===== config.mk =====
export PLATFORM = sky130hd
export DESIGN_NAME = axi4_master
export DESIGN_NICKNAME = d
export VERILOG_FILES = /design/src/rtl/axi4_master.sv
export SDC_FILE = /design/constraint.sdc
export NUM_CORES = 1
export LEC_CHECK = 0
export CORE_MARGIN = 5
export CORE_UTILIZATION = 31
export DETAILED_ROUTE_END_ITERATION = 6
export PLACE_DENSITY = 0.78
export SLEW_MARGIN = 20
export SYNTH_ARGS = -nofsm -noshare
export SYNTH_HDL_FRONTEND = slang
export SYNTH_SLANG_ARGS = --single-unit

===== constraint.sdc =====
create_clock -name ACLK -period 1.8 [get_ports ACLK]
set_clock_uncertainty 0.2 [all_clocks]
set_input_delay 0.18 -clock ACLK [delete_from_list [all_inputs] [get_ports ACLK]]
set_output_delay 0.18 -clock ACLK [all_outputs]
set_load 0.005 [all_outputs]

===== src/rtl/axi4_master.sv =====
// AXI4 manager: one client command becomes one INCR burst on AW/W/B or AR/R, one completion per command.
// Latency: AxVALID the cycle after accept; done one cycle after the last B/R handshake; cmd_ready one cycle later.
// Backpressure: client write/read streams pass straight through to W/R, so stalls on either side hold the FSM.
module axi4_master #(
  parameter int DATA_WIDTH = 32,
  parameter int ADDR_WIDTH = 16
) (
  input  logic                    ACLK,
  input  logic                    ARESETn,
  input  logic                    cmd_valid,
  output logic                    cmd_ready,
  input  logic                    cmd_write,
  input  logic [ADDR_WIDTH-1:0]   cmd_addr,
  input  logic [7:0]              cmd_len,
  input  logic [2:0]              cmd_size,
  input  logic [DATA_WIDTH-1:0]   wr_data,
  input  logic                    wr_valid,
  output logic                    wr_ready,
  output logic [DATA_WIDTH-1:0]   rd_data,
  output logic                    rd_valid,
  input  logic                    rd_ready,
  output logic                    rd_last,
  output logic                    done,
  output logic [1:0]              done_resp,
  output logic                    done_proto_err,
  output logic [ADDR_WIDTH-1:0]   AWADDR,
  output logic [7:0]              AWLEN,
  output logic [2:0]              AWSIZE,
  output logic [1:0]              AWBURST,
  output logic                    AWVALID,
  input  logic                    AWREADY,
  output logic [DATA_WIDTH-1:0]   WDATA,
  output logic [DATA_WIDTH/8-1:0] WSTRB,
  output logic                    WLAST,
  output logic                    WVALID,
  input  logic                    WREADY,
  output logic                    BREADY,
  input  logic [1:0]              BRESP,
  input  logic                    BVALID,
  output logic [ADDR_WIDTH-1:0]   ARADDR,
  output logic [7:0]              ARLEN,
  output logic [2:0]              ARSIZE,
  output logic [1:0]              ARBURST,
  output logic                    ARVALID,
  input  logic                    ARREADY,
  input  logic [DATA_WIDTH-1:0]   RDATA,
  input  logic [1:0]              RRESP,
  input  logic                    RLAST,
  input  logic                    RVALID,
  output logic                    RREADY
);

  localparam logic [2:0] MAX_SIZE = 3'($clog2(DATA_WIDTH / 8));

  typedef enum logic [2:0] {S_IDLE, S_AW, S_W, S_B, S_AR, S_R, S_ERR} state_t;

  state_t                state_q, state_d;
  logic [ADDR_WIDTH-1:0] addr_q;
  logic [7:0]            len_q;
  logic [2:0]            size_q;
  logic [7:0]            beat_cnt_q;
  logic [1:0]            resp_acc_q;
  logic                  proto_q;
  logic                  awvalid_q, arvalid_q, bready_q, cmd_ready_q;
  logic                  done_q, done_perr_q;
  logic [1:0]            done_resp_q;

  logic       cmd_acc, size_bad, last_beat, w_hs, r_hs, rlast_bad;
  logic [1:0] r_resp_max;

  assign cmd_acc    = cmd_valid && cmd_ready_q && (state_q == S_IDLE);
  assign size_bad   = cmd_size > MAX_SIZE;
  assign last_beat  = beat_cnt_q == len_q;
  assign w_hs       = (state_q == S_W) && wr_valid && WREADY;
  assign r_hs       = (state_q == S_R) && RVALID && rd_ready;
  assign rlast_bad  = RLAST != last_beat;
  // Response codes order by severity numerically: OKAY < SLVERR < DECERR.
  assign r_resp_max = (RRESP > resp_acc_q) ? RRESP : resp_acc_q;

  always_ff @(posedge ACLK or negedge ARESETn) begin
    if (!ARESETn) state_q <= S_IDLE;
    else          state_q <= state_d;
  end

  always_comb begin
    state_d = state_q;
    case (state_q)
      S_IDLE:  if (cmd_acc) state_d = size_bad ? S_ERR : (cmd_write ? S_AW : S_AR);
      S_AW:    if (awvalid_q && AWREADY) state_d = S_W;
      S_W:     if (w_hs && last_beat) state_d = S_B;
      S_B:     if (BVALID) state_d = S_IDLE;
      S_AR:    if (arvalid_q && ARREADY) state_d = S_R;
      S_R:     if (r_hs && last_beat) state_d = S_IDLE;
      S_ERR:   state_d = S_IDLE;
      default: state_d = S_IDLE;
    endcase
  end

  always_comb begin
    WVALID   = 1'b0;
    wr_ready = 1'b0;
    WLAST    = 1'b0;
    RREADY   = 1'b0;
    rd_valid = 1'b0;
    rd_last  = 1'b0;
    rd_data  = '0;
    if (state_q == S_W) begin
      WVALID   = wr_valid;
      wr_ready = WREADY;
      WLAST    = last_beat;
    end
    if (state_q == S_R) begin
      RREADY   = rd_ready;
      rd_valid = RVALID;
      rd_last  = RLAST;
      rd_data  = RDATA;
    end
  end

  always_ff @(posedge ACLK or negedge ARESETn) begin
    if (!ARESETn) begin
      addr_q      <= '0;
      len_q       <= '0;
      size_q      <= '0;
      beat_cnt_q  <= '0;
      resp_acc_q  <= '0;
      proto_q     <= 1'b0;
      awvalid_q   <= 1'b0;
      arvalid_q   <= 1'b0;
      bready_q    <= 1'b0;
      cmd_ready_q <= 1'b1;
      done_q      <= 1'b0;
      done_resp_q <= '0;
      done_perr_q <= 1'b0;
    end else begin
      done_q <= 1'b0;
      // Hold off the next command until the completion pulse has been seen.
      if (done_q) cmd_ready_q <= 1'b1;
      case (state_q)
        S_IDLE: if (cmd_acc) begin
          addr_q      <= cmd_addr;
          len_q       <= cmd_len;
          size_q      <= cmd_size;
          beat_cnt_q  <= '0;
          resp_acc_q  <= '0;
          proto_q     <= 1'b0;
          cmd_ready_q <= 1'b0;
          awvalid_q   <= cmd_write && !size_bad;
          arvalid_q   <= !cmd_write && !size_bad;
        end
        S_AW: if (AWREADY) awvalid_q <= 1'b0;
        S_AR: if (ARREADY) arvalid_q <= 1'b0;
        S_W: if (w_hs) begin
          beat_cnt_q <= beat_cnt_q + 8'd1;
          if (last_beat) bready_q <= 1'b1;
        end
        S_B: if (BVALID) begin
          bready_q    <= 1'b0;
          done_q      <= 1'b1;
          done_resp_q <= BRESP;
          done_perr_q <= 1'b0;
        end
        S_R: if (r_hs) begin
          beat_cnt_q <= beat_cnt_q + 8'd1;
          resp_acc_q <= r_resp_max;
          if (rlast_bad) proto_q <= 1'b1;
          // The beat count, not RLAST, decides where the burst ends.
          if (last_beat) begin
            done_q      <= 1'b1;
            done_resp_q <= r_resp_max;
            done_perr_q <= proto_q || rlast_bad;
          end
        end
        S_ERR: begin
          done_q      <= 1'b1;
          done_resp_q <= 2'b10;
          done_perr_q <= 1'b0;
        end
        default: ;
      endcase
    end
  end

  assign cmd_ready      = cmd_ready_q;
  assign done           = done_q;
  assign done_resp      = done_resp_q;
  assign done_proto_err = done_perr_q;
  assign AWADDR         = addr_q;
  assign AWLEN          = len_q;
  assign AWSIZE         = size_q;
  assign AWBURST        = 2'b01;
  assign AWVALID        = awvalid_q;
  assign ARADDR         = addr_q;
  assign ARLEN          = len_q;
  assign ARSIZE         = size_q;
  assign ARBURST        = 2'b01;
  assign ARVALID        = arvalid_q;
  assign BREADY         = bready_q;
  assign WDATA          = wr_data;
  assign WSTRB          = '1;

endmodule


After elaboration in Yosys (flattened, before gate mapping)
Cells that the tools add are included.
{"block": "classes", "addsub": 1, "order_cmp": 2, "n_eq_ne": 21, "muxes": 52, "n_reduce_logical": 31}
{"op": "2-to-1 mux 32 bit", "n": 1}
{"op": "inequality test 2 bit, second input constant", "n": 13}
{"op": "2-to-1 mux 1 bit", "n": 24}
{"op": "2-to-1 mux 3 bit", "n": 8}
{"op": "2-to-1 mux 8 bit", "n": 3}
{"op": "one-hot mux 8 bit (3 select lines)", "n": 1}
{"op": "one-hot mux 3 bit (6 select lines)", "n": 1}
{"op": "AND reduction 4 bit", "n": 4}
{"op": "logical AND 1 bit", "n": 12}
{"op": "2-to-1 mux 2 bit", "n": 6}
{"op": "equality test 3 bit, second input constant", "n": 3}
{"op": "AND reduction 3 bit", "n": 3}
{"op": "adder 8 x 1 -> 8 bit, second input constant", "n": 1}
{"op": "equality test 8 bit", "n": 1}
{"op": "one-hot mux 1 bit (2 select lines)", "n": 4}
{"op": "nonzero test 2 bit", "n": 4}
{"op": "equality test 3 x 2 -> 1 bit, second input constant", "n": 2}
{"op": "one-hot mux 1 bit (3 select lines)", "n": 2}
{"op": "one-hot mux 2 bit (3 select lines)", "n": 1}
{"op": "AND reduction 6 bit", "n": 1}
{"op": "nonzero test 3 bit", "n": 2}
{"op": "one-hot mux 2 bit (2 select lines)", "n": 1}
{"op": "equality test 3 x 1 -> 1 bit, second input constant", "n": 1}
{"op": "> comparator 3 x 2 -> 1 bit, second input constant", "n": 1}
{"op": "6 further kinds", "n": 7}
{"block": "totals", "regBits": 49, "in_bits": 107, "output_inout_bits": 140, "elab_cells": 121}

Depth between registers and ports, before layout
{"block": "depth", "word_depth": 6, "ltp_mapped": 7, "ltp_nobuf": 7}

Worst setup path before layout
OpenSTA, ideal clock, no wires.
{"block": "synth_timing", "path_kind": "flip-flop to flip-flop", "start": "register state_q[1]", "end": "register state_q[0]", "setup_time_ns": 0.139, "arrival_time_ns": 1.525, "required_ns": 1.461, "slack_ns": -0.064, "path_stages_with_launch": 7, "n_path_buf": 1, "period_less_slack_ns": 1.864, "path_cell_list": "dfrtp_1 -> buf_6 -> nor3b_4 -> a221o_1 -> a211o_1 -> a21oi_1 -> o221ai_1"}
{"block": "synth_via", "elab_chain_cells": 6, "elab_cells_between_ends": 21, "cone_classes": "eq/ne (11); mux (1); reduce/logical (9)"}
{"item": "start: declaration", "line": "57", "text": "state_t state_q, state_d;"}
{"item": "start signal: assignment", "line": "82", "text": "else state_q <= state_d;"}
{"item": "equality test 3 bit or equality test 3 x 2 -> 1 bit (tied branches)", "line": "75, 87, 74"}
{"item": "logical AND 1 bit, on equally long branches (2 in series)", "line": "75, 74"}
{"item": "logical AND 1 bit, on equally long branches", "line": "93, 90"}
{"item": "inequality test 2 bit (no source line)"}
{"item": "AND reduction 6 bit (no source line)"}
Several ways; a longest one is shown, not always the timed one.
A chain may end at the register's enable or synchronous reset.

Final worst setup path
{"block": "layout_timing", "start": "register state_q[0]", "end": "register beat_cnt_q[6]"}
{"block": "layout_via", "elab_chain_cells": 5, "elab_cells_between_ends": 14, "cone_classes": "eq/ne (5); mux (1); reduce/logical (8)"}
{"item": "equality test 3 x 2 -> 1 bit or equality test 3 bit (tied branches)", "line": "74, 139, 75"}
{"item": "logical AND 1 bit, on equally long branches (2 in series)", "line": "74, 75"}
{"item": "inequality test 2 bit (no source line)"}
{"item": "AND reduction 4 bit (no source line)"}
{"item": "end signal: assignment", "line": "154", "text": "beat_cnt_q <= beat_cnt_q + 8'd1;"}
{"item": "end signal: assignment", "line": "164", "text": "beat_cnt_q <= beat_cnt_q + 8'd1;"}
{"item": "end: declaration", "line": "61", "text": "logic [7:0] beat_cnt_q;"}
Several ways; a longest one is shown, not always the timed one.

==> flow_metrics.tcl <==
set metrics [dict create \
    post-layout-total-power_mw 2.090 \
    grt_ovf 0 \
    hold_viol_final 0 \
    pwr-share-seq 0.527 \
    timing.slew.headroom 0.6279 \
    finalWorstPathRequiredPeriod_ns 2.140 \
    powerDensity_nw_per_um2 322.5 \
    timing.critical_path.required_ns 1.80 \
    grt_pass1_vias 3818 \
    max_clock_freq_mhz 467.3 \
    violated_checks "negative setup slack" \
    finalSetupViolations 87 \
    post_dp_cell_area_um2 5009 \
    nFillCells 761 \
    critical_path.cell_chain "buf_6 -> buf_6 -> nor3b_4 -> buf_6 -> buf_6 -> a21oi_4 -> buf_6 -> nand4_1 -> xor2_1 -> nor2_2" \
    detailedPlace.worstSlack_ns -0.3048 \
    placement_rows 37 \
    p_leak_nw 2.979 \
    totalWireLength_mm 13.34 \
    count_of_final_max_slew_check_failures 0 \
    vertical_die_dimension_um 112.0 \
    clk_path_buf_depth 2 \
    ant_nets 0 \
    netlist_instances 383 \
    syn-mean-instance-area_um2 8.428 \
    dp_cells 671 \
    place.gp.congestion 0.8517 \
    worst_slew_pin_slew_ns 0.5581 \
    first_pass_grt_wire_length_mm 19.48 \
    final.period_utilization 1.189 \
    synthToLayoutAreaGrowth_pct 100.7 \
    cell_types_occupying_the_most_area_after_synthesis "sky130_fd_sc_hd__dfrtp_1, sky130_fd_sc_hd__buf_4, sky130_fd_sc_hd__nand2_1" \
    route.vias.total 3504 \
    seq_area_um2 1230 \
    worst_setup_path_start_kind "flop" \
    switching_power_uw 500.7 \
    die_area_um2 12550 \
    drive_above_1_share 0.5119 \
    critical_path.max_fanout 3 \
    ctsHtreeMaxLevel 2 \
    clk_transition_reported_paths_ns 0.10 \
    tritoncts_clock_tree "built" \
    grt_setup_unrepaired "yes" \
    vdd.ir_drop.worst_uv 230.8 \
    fin_cells 722 \
    critPathTopFamily "buffers and inverters" \
    timing.final.ws_setup_ns -0.3398 \
    cts_num_sinks 49 \
    number_of_clock_buffers_inserted_by_tritoncts 5 \
    detailed_place_hpwl_mm 8.109 \
    area_of_combinational_cells_with_multiple_inputs_um2 2072 \
    die_width_um 112.0 \
    via_density_per_instance 4.853 \
    synth.yosys.seq_area_share 0.3802 \
    core_area_um2 10230 \
    predominant_post_synthesis_flop_cell "sky130_fd_sc_hd__dfrtp_1" \
    fin_worst_hold_slack_ns 0.1600 \
    firstDrtPassIters 4 \
    synth_edf_count 0 \
    root_buffer "sky130_fd_sc_hd__clkbuf_8" \
    synth_cell_type_count 53 \
    switch_share 0.2396 \
    hold_path_class "in2out" \
    remaining_drc_errors 0 \
    clk_latency_ns 0.32 \
    antenna-diode-count 0 \
    p_int_mw 1.589 \
    ioPinCount 247 \
    bufs_and_invs_on_worst_path 5 \
    nNetsFinal 696 \
    synth.cell_area_um2 3228 \
    grt_max_degree 24 \
    grt_antenna_before_repair 0 \
    ys.warnings.count 0 \
    worst_setup_path_end_kind "flop" \
    comb_power_share 0.134 \
    drt-initial-drc-count 173 \
    initial_util 0.3155 \
    routed_wire_length_per_instance_um 18.48 \
    crit_type "reg2reg" \
    cp_common_cell "sky130_fd_sc_hd__buf_6" \
    grtUsageTotal 0.1905 \
    worst_path_largest_cell_delay_ns 0.45 \
    status "finished, violations left" \
    critical_path.slowest_cell "sky130_fd_sc_hd__dfrtp_2" \
    p_clk_frac 0.339 \
    io_buffers 174 \
    max_cap_viol_count 0 \
    synthDominantAreaCellType "sky130_fd_sc_hd__dfrtp_1" \
    synth-seq-cells 49 \
    post-synth-top-area-fraction 0.3721 \
    synth_async_sr_flop_share 1.000 \
    crit_arrival_ns 2.14 \
    post-route-cell-area_um2 6480 \
]
-- final timing paths --
check	startpoint	to	slack [ns]	cells past startpoint
setup / recovery	state_q[0]	beat_cnt_q[6]	-0.34	10
hold / removal	wr_data[17]	WDATA[17]	0.16	0
setup reg to reg	state_q[0]	beat_cnt_q[6]	-0.34	10
hold reg to reg	ARADDR[7]	ARADDR[7]	0.32	2
max in group asynchronous	ARESETn	ARLEN[4]	0.66	3
min in group asynchronous	ARESETn	state_q[1]	0.18	2
-- placed cells by master, fill, tap and decap left out, types with 9 or more instances in the layout --
cell / netlist / routed
sky130_fd_sc_hd__nand2_2: 1 / 34
sky130_fd_sc_hd__nand2_4: 0 / 26
sky130_fd_sc_hd__clkdlybuf4s50_1: 0 / 134
sky130_fd_sc_hd__nand2_1: 92 / 33
sky130_fd_sc_hd__dfrtp_1: 48 / 46
sky130_fd_sc_hd__and2_4: 0 / 37
sky130_fd_sc_hd__xnor2_1: 9 / 9
sky130_fd_sc_hd__buf_6: 2 / 68
sky130_fd_sc_hd__buf_4: 69 / 49
-- worst register-to-register path: stages (launching register included) --
cell	delay [ns]
sky130_fd_sc_hd__dfrtp_2	0.45
sky130_fd_sc_hd__buf_6	0.13
sky130_fd_sc_hd__buf_6	0.11
sky130_fd_sc_hd__nor3b_4	0.25
sky130_fd_sc_hd__buf_6	0.15
sky130_fd_sc_hd__buf_6	0.12
sky130_fd_sc_hd__a21oi_4	0.06
sky130_fd_sc_hd__buf_6	0.13
sky130_fd_sc_hd__nand4_1	0.10
sky130_fd_sc_hd__xor2_1	0.25
sky130_fd_sc_hd__nor2_2	0.06
-- per-stage QoR --
stage / TNS [ns] / utilization
floorplan: -0.02480 / -
global placement: -8.444 / 0.4895
detailed placement: -9.527 / 0.4895
CTS: -10.64 / 0.5904
global route: -22.43 / 0.6334
finish: -17.25 / 0.6334
-- area by class of cell --
cell class,count,area share
inverter,10,0.005793
clock inverter,2,0.002124
sequential,49,0.1898
clock buffer,6,0.01274
timing repair buffer,273,0.4435
tap,136,0.02626
multi-input combinational,246,0.3198
-- metal layers --
metal	up-vias	wire length, um	share of wire	GRT usage
met5	-	0	0	0
met4	0	315	0.024	0.06571
met3	36	1139	0.085	0.04906
met2	188	7418	0.56	0.3733
met1	1705	4467	0.33	0.1938
li1	1575	-	-	-
-- cells by family after synthesis --
kind of cell,Yosys count,synth area share
other,2,0.002326
flip-flops,49,0.3802
adder cells (fa/ha/maj),4,0.01550
multiplexers,2,0.006976
XOR/XNOR,11,0.02985
AND/OR/NAND/NOR,174,0.2647
AO/OA/AOI/OAI,47,0.1047
buffers and inverters,94,0.1957
-- synth_stat cells, drive strengths merged (2+ instances only) --
master and instances:
a2111oi 2, nor3b 3, conb 2, o22ai 3, and3 3, buf 75
xor2 2, o22a 2, a21oi 10, o21ai 12, dfrtp 48, nor2b 2
xnor2 9, ha 4, a31oi 4, nand4 5, nor2 13, inv 10
and2 38, clkbuf 9, nand2 93, mux2 2, a41oi 2, o31ai 4
or2 2, nand3 9
-- power groups by stage --
stage	registers, mW	logic [mW]	clock network (mW)
after floorplan	1.12	0.0986	0
after global placement	1.12	0.242	0
after detailed placement	1.12	0.246	0
after CTS	1.10	0.260	0.698
after global routing	1.10	0.300	0.763
final	1.10	0.280	0.708
-- flip-flops by register name, summed over array words and instances (netlist names), 2 cells and up --
signal and cells:
beat_cnt_q 8, done_resp 2, ARSIZE 3, state_q 3
ARLEN 8, ARADDR 16, resp_acc_q 2
-- timing repair --
item,4_1_cts,5_1_grt
buffers inserted,33,10
resized for setup,301,137
endpoints found under the hold margin,20,0
endpoints found under the setup margin,81,87
gates cloned,10,1
hold buffers,1,0
pin swaps,80,82
Note: power is estimated with default switching activity, not from simulation.
==> edit 1 (same flow settings) <==
The parameter `ADDR_WIDTH` goes from 16 to 18.
--- a/src/rtl/axi4_master.sv
+++ b/src/rtl/axi4_master.sv
@@ -3,7 +3,7 @@
 // Backpressure: client write/read streams pass straight through to W/R, so stalls on either side hold the FSM.
 module axi4_master #(
   parameter int DATA_WIDTH = 32,
-  parameter int ADDR_WIDTH = 16
+  parameter int ADDR_WIDTH = 18
 ) (
   input  logic                    ACLK,
   input  logic                    ARESETn,
Interface: changed (resized ARADDR, AWADDR and cmd_addr); port bits go from 247 to 253. The function was not compared with the original's and may differ.
==> edit 1 against the unedited design <==
Via count down 11%. Sequential share of layout area rose by 1.7 points. Sequential cell count grew 2. Critical endpoint is now ARADDR[12]. The run still ends with negative setup slack left. Design area down 4.9%. Worst setup slack better by 0.082 ns. Synthesized area is 3.4% higher. Wire length is 15% lower.
Power is left out: it rests on default switching activity, and per cell area and clock period it moved more than threefold.
==> edit 1: results <==
set metrics [dict create \
    status "finished, violations left" \
    violations "negative setup slack" \
    area.sequential_um2 1280 \
    synth_cells 335 \
    ff2ff_path_depth 8 \
    synth_compound_area_share_pct 8.88 \
    met1_usage_pct 17.5 \
    synth_fa_ha_area_share_pct 1.50 \
    cp_slowest_cell "dfrtp_1" \
    dpl.hpwl_um 8000 \
    fin_ws_ns -0.258 \
    dp.cells 626 \
    hold_class "in -> async" \
    clkbuf_count 7 \
    seq_area_frac_synth_pct 38.3 \
    yosys-top-cells-area "dfrtp_1 37%, buf_4 16%, mux2_1 8.4%, and2_1 7.5%, xnor2_1 2.4%" \
    drt_iter0_drc 140 \
    clk_latency_ns 0.30 \
    port_buffers 180 \
    wl_met3_um 981 \
    nNonClkInverters 8 \
    via_per_inst 4.65 \
    wl_per_cell_um 16.9 \
    cp_max_fo 6 \
    grt_pass1_wl_um 17100 \
    grt_pass1_vias 3509 \
    setup_viol 86 \
    met1Wirelength_um 4070 \
    gp_congestion 0.850 \
    grtUsageTotal_pct 16.3 \
    buffers 271 \
    rr_endpoint "ARADDR[12]" \
]
==> edit 1: worst max-delay path by stage <==
| stage | cells after the start | from | end | slack, ns |
|---|---|---|---|---|
| 3_3_place_gp | 8 | RRESP[0] | done_resp[0] | -0.31 |
| 5_1_grt | 10 | state_q[0] | beat_cnt_q[6] | -0.32 |
| 3_5_place_dp | 7 | RRESP[1] | done_resp[0] | -0.36 |
| 4_1_cts | 9 | state_q[1] | beat_cnt_q[4] | -0.28 |
| 6_report | 8 | state_q[0] | ARADDR[12] | -0.26 |
| 2_1_floorplan | 6 | state_q[2] | ARADDR[17] | 0.06 |
==> edit 1: through the flow <==
step                      setup WS, ns  instance area, um^2  hold slack (ns)  setup TNS [ns]
after detailed placement        -0.358                 5130          -0.0407           -6.49
after global placement          -0.306                 5130          -0.0494           -5.94
final                           -0.258                 6160            0.159          -14.24
after global routing            -0.325                 6160            0.160          -19.19
after CTS                       -0.281                 5860            0.156          -11.48
after floorplan                 0.0573                 3360           -0.316               0
==> edit 2 (same flow settings) <==
Without the edit above. Reset style: synchronous (`ARESETn`), changed in 2 clocked blocks.
--- a/src/rtl/axi4_master.sv
+++ b/src/rtl/axi4_master.sv
@@ -77,7 +77,7 @@
   // Response codes order by severity numerically: OKAY < SLVERR < DECERR.
   assign r_resp_max = (RRESP > resp_acc_q) ? RRESP : resp_acc_q;
 
-  always_ff @(posedge ACLK or negedge ARESETn) begin
+  always_ff @(posedge ACLK) begin
     if (!ARESETn) state_q <= S_IDLE;
     else          state_q <= state_d;
   end
@@ -117,7 +117,7 @@
     end
   end
 
-  always_ff @(posedge ACLK or negedge ARESETn) begin
+  always_ff @(posedge ACLK) begin
     if (!ARESETn) begin
       addr_q      <= '0;
       len_q       <= '0;
Formal check against the unedited RTL: differs if ARESETn is asserted again (counterexample within 4 cycles, from zero or initial values and one cycle with ARESETn low); with ARESETn held inactive, the same outputs for 10 cycles.
==> edit 2 against the unedited design <==
The run still ends with negative setup slack left. Design area down 10%. Synthesized area fell by 0.89%. Register-to-register slack gained 0.25 ns. Sequential cell count did not move. Worst setup slack better by 0.23 ns. Synthesized cell count rose by 5.5%. Critical path depth decreased by 5. Fmax is 12% higher. Wire length decreased by 8.5%. Highest routed layer unchanged. Die area down 0.81%. First-iteration DRC count up 53%.
Power is left out: it rests on default switching activity, and per cell area and clock period it moved more than threefold.
==> edit 2: results <==
set metrics [dict create \
    status "finished, violations left" \
    violations "negative setup slack" \
    dpl.hpwl_um 8680 \
    drive_gt1_share_pct 38.7 \
    holdPathEnd "WDATA[11]" \
    cp.arrival_ns 1.53 \
    grt_pass1_vias 3319 \
    setup_viol 29 \
    dr.pass1.iters 6 \
    reg2reg_from "beat_cnt_q[2]" \
    synth.area.mux_share_pct 1.25 \
    fin_ws_ns -0.107 \
    final.setup.tns_ns -0.988 \
    ys_types 49 \
    syn_avg_cell_area_um2 7.92 \
    area.sequential_um2 990 \
    gp_congestion 0.846 \
    met1_usage_pct 20.2 \
    grtUsageTotal_pct 16.7 \
    cp_max_fo 2 \
    final-instance-count-excl-fill 727 \
    dr_wl_met2_um 6210 \
    place_ws_ns -0.427 \
    totalWireLength_um 12200 \
    n_fill_cell 870 \
    yosys.area_share.xor_xnor_pct 4.11 \
    synth_async_sr_flop_share_pct 0 \
    nets 701 \
]
==> edit 2: area by class of cell <==
| cell class | instances | area share (%) |
|---|---|---|
| sequential | 49 | 17.0 |
| timing repair buffer | 260 | 42.8 |
| inverter | 10 | 0.646 |
| clock buffer | 5 | 1.18 |
| clock inverter | 3 | 0.452 |
| tap | 136 | 2.93 |
| multi-input combinational | 264 | 35.0 |
==> edit 2: worst max-delay path by stage <==
stage | from | cells after the start | to
finish | beat_cnt_q[2] | 5 | WLAST
global route | beat_cnt_q[2] | 5 | WLAST
CTS | beat_cnt_q[2] | 5 | WLAST
detailed placement | RRESP[1] | 8 | done_resp[0]
global placement | RRESP[1] | 8 | done_resp[0]
floorplan | resp_acc_q[1] | 7 | done_resp[0]
==> edit 2: worst reg2reg max path: cells and delay by family, from the launching register on <==
family                    cells  cell delay, ns
and+or+nand+nor               2            0.46
xor gates and xnor gates      1            0.19
AOI/OAI and AO/OA             2            0.43
DFF                           1            0.34
buffers and inverters         1            0.19
